File: src/rtl/subadc_capture_if.sv
// Bundles the sub-ADC input side, the valid/ready result stream and the
// calibration status of subadc_capture into one port.
interface subadc_capture_if #(
    parameter int ADC_BITS = 8
);
    logic [ADC_BITS-1:0] subadc_data;
    logic                subadc_compl;
    logic [ADC_BITS-1:0] offset_in;
    logic                cal_start;
    logic [ADC_BITS-1:0] out_data;
    logic                out_valid;
    logic                out_ready;
    logic                cal_busy;
    logic                cal_done;
    logic [ADC_BITS-1:0] cal_mean;
    logic [7:0]          ovf_cnt;

    // Environment side: drives the converter, offset and consumer ready.
    modport master (
        output subadc_data, subadc_compl, offset_in, cal_start, out_ready,
        input  out_data, out_valid, cal_busy, cal_done, cal_mean, ovf_cnt
    );

    // Capture block side.
    modport slave (
        input  subadc_data, subadc_compl, offset_in, cal_start, out_ready,
        output out_data, out_valid, cal_busy, cal_done, cal_mean, ovf_cnt
    );
endinterface

File: src/rtl/subadc_capture.sv
// Back end of the SAR sub-ADC: synchronises the asynchronous completion
// level, captures each code, subtracts a signed offset with clamping to the
// unsigned code range, and queues results in a show-ahead FIFO. A separate
// calibration FSM averages a power-of-two number of raw codes on request.
module subadc_capture #(
    parameter int ADC_BITS    = 8,
    parameter int SYNC_STAGES = 2,
    parameter int FIFO_DEPTH  = 4,
    parameter int CAL_LOG2    = 4
) (
    input  logic           clk,
    input  logic           rst,
    subadc_capture_if.slave bus
);
    localparam int PTR_W  = $clog2(FIFO_DEPTH);
    localparam int ACC_W  = ADC_BITS + CAL_LOG2;
    localparam int DIFF_W = ADC_BITS + 2;

    localparam logic [PTR_W:0]    PTR_ONE = {{PTR_W{1'b0}}, 1'b1};
    localparam logic [CAL_LOG2:0] N_ONE   = {{CAL_LOG2{1'b0}}, 1'b1};
    localparam logic [CAL_LOG2:0] N_LAST  = {1'b0, {CAL_LOG2{1'b1}}};

    typedef enum logic [1:0] {
        CAL_IDLE,
        CAL_ACCUM,
        CAL_DONE
    } cal_state_e;

    logic [SYNC_STAGES-1:0] sync_q;
    logic                   sync_last_q;
    logic                   event_w;

    logic [ADC_BITS-1:0]    raw_q;
    logic [ADC_BITS-1:0]    offset_q;
    logic                   cap_vld_q;

    logic [DIFF_W-1:0]      diff_w;
    logic [ADC_BITS-1:0]    corr_w;

    logic [ADC_BITS-1:0]    mem_q [FIFO_DEPTH];
    logic [PTR_W:0]         wr_ptr_q;
    logic [PTR_W:0]         rd_ptr_q;
    logic                   empty_w;
    logic                   full_w;
    logic                   pop_w;
    logic                   push_w;
    logic                   drop_w;
    logic [7:0]             ovf_q;

    cal_state_e             state_q, state_d;
    logic [ACC_W-1:0]       acc_q, acc_d;
    logic [CAL_LOG2:0]      n_q, n_d;
    logic [ADC_BITS-1:0]    mean_q, mean_d;
    logic                   cal_busy_w;
    logic                   cal_done_w;

    // Synchronise the completion level and remember the last synced value for edge detection.
    always_ff @(posedge clk or posedge rst) begin
        if (rst) begin
            sync_q      <= '0;
            sync_last_q <= 1'b0;
        end else begin
            sync_q      <= {sync_q[SYNC_STAGES-2:0], bus.subadc_compl};
            sync_last_q <= sync_q[SYNC_STAGES-1];
        end
    end

    assign event_w = sync_q[SYNC_STAGES-1] & ~sync_last_q;

    // Capture code and offset on the rising-edge event; data is stable while compl is high.
    always_ff @(posedge clk or posedge rst) begin
        if (rst) begin
            raw_q     <= '0;
            offset_q  <= '0;
            cap_vld_q <= 1'b0;
        end else begin
            cap_vld_q <= event_w;
            if (event_w) begin
                raw_q    <= bus.subadc_data;
                offset_q <= bus.offset_in;
            end
        end
    end

    // Offset subtraction in two extra bits of headroom, then clamp to the unsigned code range.
    always_comb begin
        diff_w = {2'b00, raw_q} - {{2{offset_q[ADC_BITS-1]}}, offset_q};
        corr_w = diff_w[ADC_BITS-1:0];
        if (diff_w[DIFF_W-1]) begin
            corr_w = '0;
        end else if (diff_w[ADC_BITS]) begin
            corr_w = '1;
        end
    end

    assign empty_w = (wr_ptr_q == rd_ptr_q);
    assign full_w  = (wr_ptr_q[PTR_W] != rd_ptr_q[PTR_W]) &&
                     (wr_ptr_q[PTR_W-1:0] == rd_ptr_q[PTR_W-1:0]);
    assign pop_w   = !empty_w && bus.out_ready;
    assign push_w  = cap_vld_q && (!full_w || pop_w);
    assign drop_w  = cap_vld_q && full_w && !pop_w;

    // FIFO storage needs no reset; the pointers alone define which entries are live.
    always_ff @(posedge clk) begin
        if (push_w) begin
            mem_q[wr_ptr_q[PTR_W-1:0]] <= corr_w;
        end
    end

    // FIFO pointers and saturating count of samples lost to a full FIFO.
    always_ff @(posedge clk or posedge rst) begin
        if (rst) begin
            wr_ptr_q <= '0;
            rd_ptr_q <= '0;
            ovf_q    <= '0;
        end else begin
            if (push_w) begin
                wr_ptr_q <= wr_ptr_q + PTR_ONE;
            end
            if (pop_w) begin
                rd_ptr_q <= rd_ptr_q + PTR_ONE;
            end
            if (drop_w && (ovf_q != 8'hFF)) begin
                ovf_q <= ovf_q + 8'd1;
            end
        end
    end

    // Calibration state, accumulator, sample counter and last mean.
    always_ff @(posedge clk or posedge rst) begin
        if (rst) begin
            state_q <= CAL_IDLE;
            acc_q   <= '0;
            n_q     <= '0;
            mean_q  <= '0;
        end else begin
            state_q <= state_d;
            acc_q   <= acc_d;
            n_q     <= n_d;
            mean_q  <= mean_d;
        end
    end

    // Calibration next state: sums raw (uncorrected) codes, then publishes the truncated mean.
    always_comb begin
        state_d    = state_q;
        acc_d      = acc_q;
        n_d        = n_q;
        mean_d     = mean_q;
        cal_busy_w = 1'b0;
        cal_done_w = 1'b0;
        case (state_q)
            CAL_IDLE: begin
                if (bus.cal_start) begin
                    state_d = CAL_ACCUM;
                    acc_d   = '0;
                    n_d     = '0;
                end
            end
            CAL_ACCUM: begin
                cal_busy_w = 1'b1;
                if (cap_vld_q) begin
                    acc_d = acc_q + ACC_W'(raw_q);
                    n_d   = n_q + N_ONE;
                    if (n_q == N_LAST) begin
                        state_d = CAL_DONE;
                    end
                end
            end
            CAL_DONE: begin
                cal_done_w = 1'b1;
                mean_d     = ADC_BITS'(acc_q >> CAL_LOG2);
                state_d    = CAL_IDLE;
            end
            default: begin
                state_d = CAL_IDLE;
            end
        endcase
    end

    assign bus.out_data  = mem_q[rd_ptr_q[PTR_W-1:0]];
    assign bus.out_valid = !empty_w;
    assign bus.cal_busy  = cal_busy_w;
    assign bus.cal_done  = cal_done_w;
    assign bus.cal_mean  = mean_q;
    assign bus.ovf_cnt   = ovf_q;
endmodule

File: src/flat_wrapper.sv
// flat-port wrapper written by rule: the top's interface ports become plain ports
module subadc_capture_flat 
#(
    parameter int ADC_BITS    = 8,
    parameter int SYNC_STAGES = 2,
    parameter int FIFO_DEPTH  = 4,
    parameter int CAL_LOG2    = 4
)
  (clk, rst, bus_subadc_data, bus_subadc_compl, bus_offset_in, bus_cal_start, bus_out_ready, bus_out_data, bus_out_valid, bus_cal_busy, bus_cal_done, bus_cal_mean, bus_ovf_cnt);
  subadc_capture_if #(.ADC_BITS(ADC_BITS)) bus_i ();
  input  logic clk;
  input  logic rst;
  input wire logic [$bits(bus_i.subadc_data)-1:0] bus_subadc_data;
  input wire logic [$bits(bus_i.subadc_compl)-1:0] bus_subadc_compl;
  input wire logic [$bits(bus_i.offset_in)-1:0] bus_offset_in;
  input wire logic [$bits(bus_i.cal_start)-1:0] bus_cal_start;
  input wire logic [$bits(bus_i.out_ready)-1:0] bus_out_ready;
  output wire logic [$bits(bus_i.out_data)-1:0] bus_out_data;
  output wire logic [$bits(bus_i.out_valid)-1:0] bus_out_valid;
  output wire logic [$bits(bus_i.cal_busy)-1:0] bus_cal_busy;
  output wire logic [$bits(bus_i.cal_done)-1:0] bus_cal_done;
  output wire logic [$bits(bus_i.cal_mean)-1:0] bus_cal_mean;
  output wire logic [$bits(bus_i.ovf_cnt)-1:0] bus_ovf_cnt;
  assign bus_i.subadc_data = bus_subadc_data;
  assign bus_i.subadc_compl = bus_subadc_compl;
  assign bus_i.offset_in = bus_offset_in;
  assign bus_i.cal_start = bus_cal_start;
  assign bus_i.out_ready = bus_out_ready;
  assign bus_out_data = bus_i.out_data;
  assign bus_out_valid = bus_i.out_valid;
  assign bus_cal_busy = bus_i.cal_busy;
  assign bus_cal_done = bus_i.cal_done;
  assign bus_cal_mean = bus_i.cal_mean;
  assign bus_ovf_cnt = bus_i.ovf_cnt;
  subadc_capture #(.ADC_BITS(ADC_BITS), .SYNC_STAGES(SYNC_STAGES), .FIFO_DEPTH(FIFO_DEPTH), .CAL_LOG2(CAL_LOG2)) u_core (.clk(clk), .rst(rst), .bus(bus_i));
endmodule
File: config.mk
export PLATFORM = sky130hd
export DESIGN_NAME = subadc_capture_flat
export DESIGN_NICKNAME = d
export VERILOG_FILES = /design/src/rtl/subadc_capture_if.sv /design/src/rtl/subadc_capture.sv /design/src/flat_wrapper.sv
export SDC_FILE = /design/constraint.sdc
export NUM_CORES = 1
export LEC_CHECK = 0
export CAP_MARGIN = 0
export CELL_PAD_IN_SITES_DETAIL_PLACEMENT = 1
export CELL_PAD_IN_SITES_GLOBAL_PLACEMENT = 1
export CORE_ASPECT_RATIO = 0.7
export CORE_MARGIN = 3
export CORE_UTILIZATION = 27
export DETAILED_ROUTE_END_ITERATION = 8
export DONT_BUFFER_PORTS = 1
export HOLD_SLACK_MARGIN = 0.06
export PLACE_DENSITY_LB_ADDON = 0.1
export SLEW_MARGIN = 20
export SYNTH_ARGS = -nofsm -noshare
export SYNTH_HDL_FRONTEND = slang
export SYNTH_SLANG_ARGS = --single-unit
File: constraint.sdc
create_clock -name clk -period 4.05 [get_ports clk]
set_input_delay 0.81 -clock clk [delete_from_list [all_inputs] [get_ports clk]]
set_output_delay 0.81 -clock clk [all_outputs]
set_load 0.02 [all_outputs]
==> flow_summary.yaml, run 1 <==
die:
  chipWidth_um: 159
  core_area_um2: 15800
  initial_core_util: 0.281
  floorplan.rows: 38
  total_die_area_um2: 18000
  die_height_um: 113
  ios: 48
clock_network:
  tritoncts_clock_tree: "built"
  postCtsHoldBufs: 0
  clk_latency_ns: 0.35
  cts.repair_timing.setup_buffer_count: 0
  postCtsResizedCells: 0
  max-clock-path-buffers: 2
  path_clk_slew_ns: 0.07
  cts-buffers-inserted: 9
  clock_sink_count: 93
  clockRootBuffer: "clkbuf_16"
  cts_h_tree_depth: 3
critical_path:
  cp.arrival_ns: 2.91
  critPathCaptureType: "flip-flop"
  crit_family: "XOR/XNOR gates"
  slowest_stage: "xnor2_1"
  criticalPathCategory: "flip-flop to flip-flop"
  path_buf_inv: 1
  worst-path-max-fanout: 8
  path_cells: "inv_1 -> ha_1 -> fa_1 -> nor2b_1 -> o21a_1 -> a31o_2 -> o22ai_1 -> xnor2_1 -> a21oi_1"
  cp_data_required_time_ns: 4.07
  slowest_delay_ns: 0.71
  setup.worst_path.start_class: "flip-flop"
power:
  power.net_switching_mw: 1.22
  cellInternalPower_mw: 2.15
  power_density_cells_nw_per_um2: 673
  power_switching_share: 0.363
  pwr-share-seq: 0.424
  irDropWorstVdd_mv: 0.194
  p_leak_nw: 2.07
  clock_power_share: 0.254
  p_comb_frac: 0.322
logic_synthesis:
  yosys-top-cells-area: "dfrtp_1 (34%), edfxtp_1 (22%), ha_1 (7.0%)"
  synth-seq-area-share: 0.560
  yosys.cell_count.top_type: "dfrtp_1"
  synthDominantCellAreaShare: 0.344
  postSynthAreaPerCell_um2: 12.5
  netlist_top_cells_count: "dfrtp_1 (61), nand2_1 (36), edfxtp_1 (32)"
  ys_types: 50
  synth.ff_latch_count: 93
  syn_nets: 402
  synth_edf_count: 32
  synth_flop_cell: "dfrtp_1"
  postSynth.asyncResetShare: 0.656
  netlist_area_um2: 4440
  synth.yosys.warnings: 0
  synthDominantAreaCellType: "dfrtp_1"
  synthesis.instances: 354
global_route:
  grt_max_degree: 33
  track_usage: 0.121
  grt_first_pass_wirelength_um: 16600
  grt_pass1_vias: 2819
  antenna_violations_before_repair: 1
  grt_remaining_overflow: 0
timing:
  maxSlewViolCount: 0
  timing.hold.ws_ns: 0.351
  worst_slew_pin_slew_ns: 0.982
  clock-skew-final_ns: 0.00941
  period_share: 0.713
  final_hold_viol_count: 0
  min_period_ns: 2.89
  grt_setup_unrepaired: "false"
  final-setup-viol-count: 0
  achievable-frequency_mhz: 346
  slew_headroom: 0.343
  final_total_negative_setup_slack_ns: 0
run:
  maxCapViolations: 0
place:
  numPortBuffers: 0
  place.gp.congestion: 0.719
  detailed_place_hpwl_um: 7390
route:
  detail-route-antenna-nets: 0
  drt_total_wl_um: 10200
  drc_errors: 0
  detail_route.wl_per_cell_um: 17.5
  vias_per_cell: 4.56
  initialDrtViolationCount: 122
  drt_pass1_iterations: 4
  num_vias: 2669
layout:
  num-nets-final: 408
  area_growth_pct: 12.7
  post-route-util: 0.317
  antenna_cells_inserted: 0
  drive_above_1_share: 0.151
  fillCellCount: 1730
outcome:
  status: "completed"
hold_path:
  min-delay-path-class: "flip-flop to flip-flop"
==> metrics by stage <==
step                      power (mW)  area, µm²  cells  setup WS [ns]
after floorplan                 2.26       4440    354           1.73
after global placement          2.52       4700    569           1.23
after detailed placement        2.55       4700    569           1.20
after CTS                       3.44       5000    585           1.17
after global routing            3.63       5000    585          0.968
final                           3.37       5000    585           1.16
==> sequential cells by signal, summed over array words and instances (netlist names), 3 cells and up <==
register,flops
u_core.mem_q,32
u_core.acc_q,12
u_core.bus.cal_mean,8
u_core.bus.ovf_cnt,8
u_core.offset_q,8
u_core.raw_q,8
u_core.n_q,5
u_core.rd_ptr_q,3
u_core.wr_ptr_q,3
==> power groups by stage <==
stage	sequential, mW	clock [mW]	combinational, mW
2_1_floorplan	1.34	0	0.919
3_3_place_gp	1.45	0	1.07
3_5_place_dp	1.45	0	1.10
4_1_cts	1.44	0.892	1.11
5_1_grt	1.47	0.938	1.22
6_report	1.43	0.857	1.08
==> final timing paths <==
path | endpoint | start | depth (start not counted) | slack (ns)
max reg2reg | u_core.mem_q[1][6]$_DFFE_PP_ | u_core.raw_q[0]$_DFFE_PP0P_ | 9 | 1.16
min reg2reg | u_core.sync_q[1]$_DFF_PP0_ | u_core.sync_q[0]$_DFF_PP0_ | 0 | 0.35
min in group asynchronous | u_core.bus.ovf_cnt[6]$_DFFE_PP0P_ | rst | 1 | 0.44
max | u_core.mem_q[1][6]$_DFFE_PP_ | u_core.raw_q[0]$_DFFE_PP0P_ | 9 | 1.16
min | u_core.sync_q[1]$_DFF_PP0_ | u_core.sync_q[0]$_DFF_PP0_ | 0 | 0.35
max in group asynchronous | u_core.raw_q[7]$_DFFE_PP0P_ | rst | 2 | 2.71
==> final cells by class <==
class,count,area (µm²),area share
flip-flops and latches,93,2490,0.497
multi-input cells,235,1850,0.371
well taps,220,275,0.0550
clock buffers,9,225,0.0450
clock inverters,7,70.1,0.0140
inverters,18,67.6,0.0135
repair buffers,3,22.5,0.00450
==> logic make-up (layout without fill, tap and decap cells) <==
family / Yosys count / after routing / synth area share
xor+xnor: 27 / 27 / 0.0533
buf+inv: 26 / 37 / 0.0239
fa+ha+maj: 27 / 27 / 0.0795
mux: 25 / 25 / 0.0834
flops: 93 / 93 / 0.560
compound gates: 68 / 68 / 0.0989
simple gates: 88 / 88 / 0.101
==> layout by cell type, fill, tap and decap left out, types with 3 or more instances in the layout <==
| cell | instances |
|---|---|
| o21ai_0 | 24 |
| and2_1 | 5 |
| edfxtp_1 | 32 |
| buf_4 | 3 |
| dfrtp_1 | 61 |
| nand2_1 | 36 |
| a21oi_1 | 14 |
| inv_1 | 17 |
| o31ai_1 | 3 |
| o21a_1 | 8 |
| mux4_2 | 8 |
| mux2_2 | 16 |
| ha_1 | 25 |
| nand3_1 | 3 |
| a22o_1 | 3 |
| xor2_1 | 13 |
| nor3_1 | 4 |
| and3_1 | 3 |
| xnor2_1 | 14 |
| nor2_1 | 19 |
| clkbuf_16 | 9 |
==> per-layer routing <==
| layer | share of wire | track usage |
|---|---|---|
| met3 | 0.059 | 0.0487 |
| met2 | 0.43 | 0.170 |
| met1 | 0.50 | 0.171 |
| met5 | 0.0013 | 0 |
| met4 | 0.012 | 0.0367 |
(Power assumes the default switching activity.)
==> run 2: changes to the inputs <==
==> constraint.sdc (replaced) <==
create_clock -name clk -period 2.8 [get_ports clk]
set_input_delay 0.56 -clock clk [delete_from_list [all_inputs] [get_ports clk]]
set_output_delay 0.56 -clock clk [all_outputs]
set_load 0.02 [all_outputs]
==> run 2 against run 1 <==
Clock skew up 0.0028 ns. Sequential share of layout area down 0.83 points. Utilization up 0.54 points. Clock power up 56%. Count of clock-buffer cells in the layout up 2. Combinational power up 56%. Design area up 1.7%. Global-route usage up 0.17 points. Hold slack worse by 0.11 ns. Fmax up 13%. Critical path depth down 2. Critical path type unchanged. Highest routed layer unchanged.
==> flow_summary.yaml, run 2 (synthesized netlist as in run 1, its figures left out) <==
layout:
  area_growth_pct: 14.6
  largest_reg_flops: 32
  area_taken_by_multi_input_logic_gates_um2: 1850
  num-nets-final: 414
  most_frequent_cells_in_the_layout: "dfrtp_1 (61), nand2_1 (36), edfxtp_1 (32)"
  final_area_um2: 5090
  fillCellCount: 1742
  instances_no_fill: 591
  mostFrequentLayoutCell: "dfrtp_1"
  antenna_cells_inserted: 0
  register_area_um2: 2490
  drive_above_1_share: 0.159
power:
  pwr-share-seq: 0.397
  p_comb_frac: 0.335
  power_switching_share: 0.350
  irDropWorstVdd_mv: 0.251
  p_leak_nw: 2.10
  power.net_switching_mw: 1.75
  cellInternalPower_mw: 3.25
  clock_power_share: 0.268
  power_density_cells_nw_per_um2: 984
global_route:
  grt_first_pass_wirelength_um: 16800
  grt_max_degree: 54
  track_usage: 0.123
  antenna_violations_before_repair: 1
  gr-usage-met1: 0.173
  global_route.usage.met2: 0.171
  grt.busiest_layer: "met1"
  grt_remaining_overflow: 0
  grt.met3_usage: 0.0523
  grt_pass1_vias: 2902
place:
  dpl.cell_count: 574
  detailed_place_hpwl_um: 7280
  dpl-instance-area_um2: 4750
  numPortBuffers: 0
  place.gp.congestion: 0.704
route:
  drt_pass1_iterations: 4
  detail-route-antenna-nets: 0
  initialDrtViolationCount: 157
  num_vias: 2645
  vias_per_cell: 4.48
  drt_total_wl_um: 10100
  detail_route.wl_per_cell_um: 17.0
  drc_errors: 0
critical_path:
  critPathCaptureType: "flip-flop"
  crit_family: "compound AO/OA/AOI/OAI gates"
  criticalPathCategory: "flip-flop to flip-flop"
  setup.worst_path.start_class: "flip-flop"
  slowest_stage: "nor3b_4"
  cp.arrival_ns: 2.60
  path_cells: "ha_1 -> nor2b_4 -> o31a_1 -> o41a_1 -> o211ai_2 -> nor3b_4 -> a21oi_1"
  cp_data_required_time_ns: 2.85
  slowest_delay_ns: 0.45
  worst-path-max-fanout: 8
  path_buf_inv: 0
die:
  total_die_area_um2: 18000
  ios: 48
  die_height_um: 113
  core_area_um2: 15800
  floorplan.rows: 38
  chipWidth_um: 159
  initial_core_util: 0.281
timing:
  min_period_ns: 2.55
  final_hold_viol_count: 0
  clock-skew-final_ns: 0.0122
  grt_setup_unrepaired: "false"
  maxSlewViolCount: 0
  final_total_negative_setup_slack_ns: 0
  achievable-frequency_mhz: 393
  worst_slew_pin_slew_ns: 0.831
  period_share: 0.909
  final-setup-viol-count: 0
  slew_headroom: 0.443
clock_network:
  path_clk_slew_ns: 0.07
  clock_sink_count: 93
  tritoncts_clock_tree: "built"
  max-clock-path-buffers: 2
  postCtsResizedCells: 0
  clk_latency_ns: 0.35
  clockRootBuffer: "clkbuf_16"
  cts_h_tree_depth: 3
  cts-buffers-inserted: 9
outcome:
  status: "completed"
run:
  maxCapViolations: 0
hold_path:
  min-delay-path-class: "input pin to flip-flop"
[run 2: worst register-to-register path: cells and delay by family (launching register included)]
kind	cells	cell delay (ns)
AOI/OAI and AO/OA	4	0.95
and+or+nand+nor	2	0.58
DFF	1	0.43
adders and majority gates	1	0.29
[run 2: path summary, 6_finish.rpt]
check                                            start                           endpoint  slack, ns  cells past startpoint
max                        u_core.raw_q[1]$_DFFE_PP0P_       u_core.mem_q[2][4]$_DFFE_PP_       0.25                      7
max reg2reg                u_core.raw_q[1]$_DFFE_PP0P_       u_core.mem_q[2][4]$_DFFE_PP_       0.25                      7
max in group asynchronous                          rst          u_core.n_q[1]$_DFFE_PP0P_       1.64                      3
min reg2reg                 u_core.sync_q[0]$_DFF_PP0_         u_core.sync_q[1]$_DFF_PP0_       0.35                      0
min in group asynchronous                          rst  u_core.bus.ovf_cnt[7]$_DFFE_PP0P_       0.59                      2
min                                   bus_subadc_compl         u_core.sync_q[0]$_DFF_PP0_       0.24                      0
[run 2: power by group through the flow]
stage | combinational [mW] | sequential [mW] | clock [mW]
2_1_floorplan | 1.33 | 1.94 | 0
3_3_place_gp | 1.69 | 2.01 | 0
3_5_place_dp | 1.70 | 2.02 | 0
4_1_cts | 1.71 | 1.99 | 1.40
5_1_grt | 1.89 | 2.04 | 1.47
6_report | 1.68 | 1.99 | 1.34
[run 2: what timing repair did]
item,CTS,global route
endpoints found under the hold margin,8,0
buffers inserted,0,0
hold buffers,1,0
[run 2: layout make-up]
| cell class | count | area share |
|---|---|---|
| flip-flops and latches | 93 | 0.489 |
| inverters | 18 | 0.0133 |
| clock inverters | 5 | 0.0162 |
| well taps | 220 | 0.0541 |
| clock buffers | 11 | 0.0477 |
| multi-input cells | 235 | 0.364 |
| repair buffers | 9 | 0.0162 |
[run 2: through the flow]
step           hold WS [ns]  power [mW]  utilization  worst slack (ns)
4_1_cts               0.214        5.10        0.322             0.231
3_5_place_dp          0.338        3.72        0.301             0.242
3_3_place_gp          0.333        3.70        0.301             0.286
2_1_floorplan         0.331        3.27            -             0.503
5_1_grt               0.204        5.40        0.322            0.0810
6_report              0.237        5.01        0.322             0.254
[run 2: routing by layer]
| layer | routed length, µm | vias up |
|---|---|---|
| met5 | 13 | - |
| met4 | 108 | 2 |
| met3 | 589 | 12 |
| met2 | 4140 | 42 |
| met1 | 5200 | 1302 |
| li1 | - | 1287 |
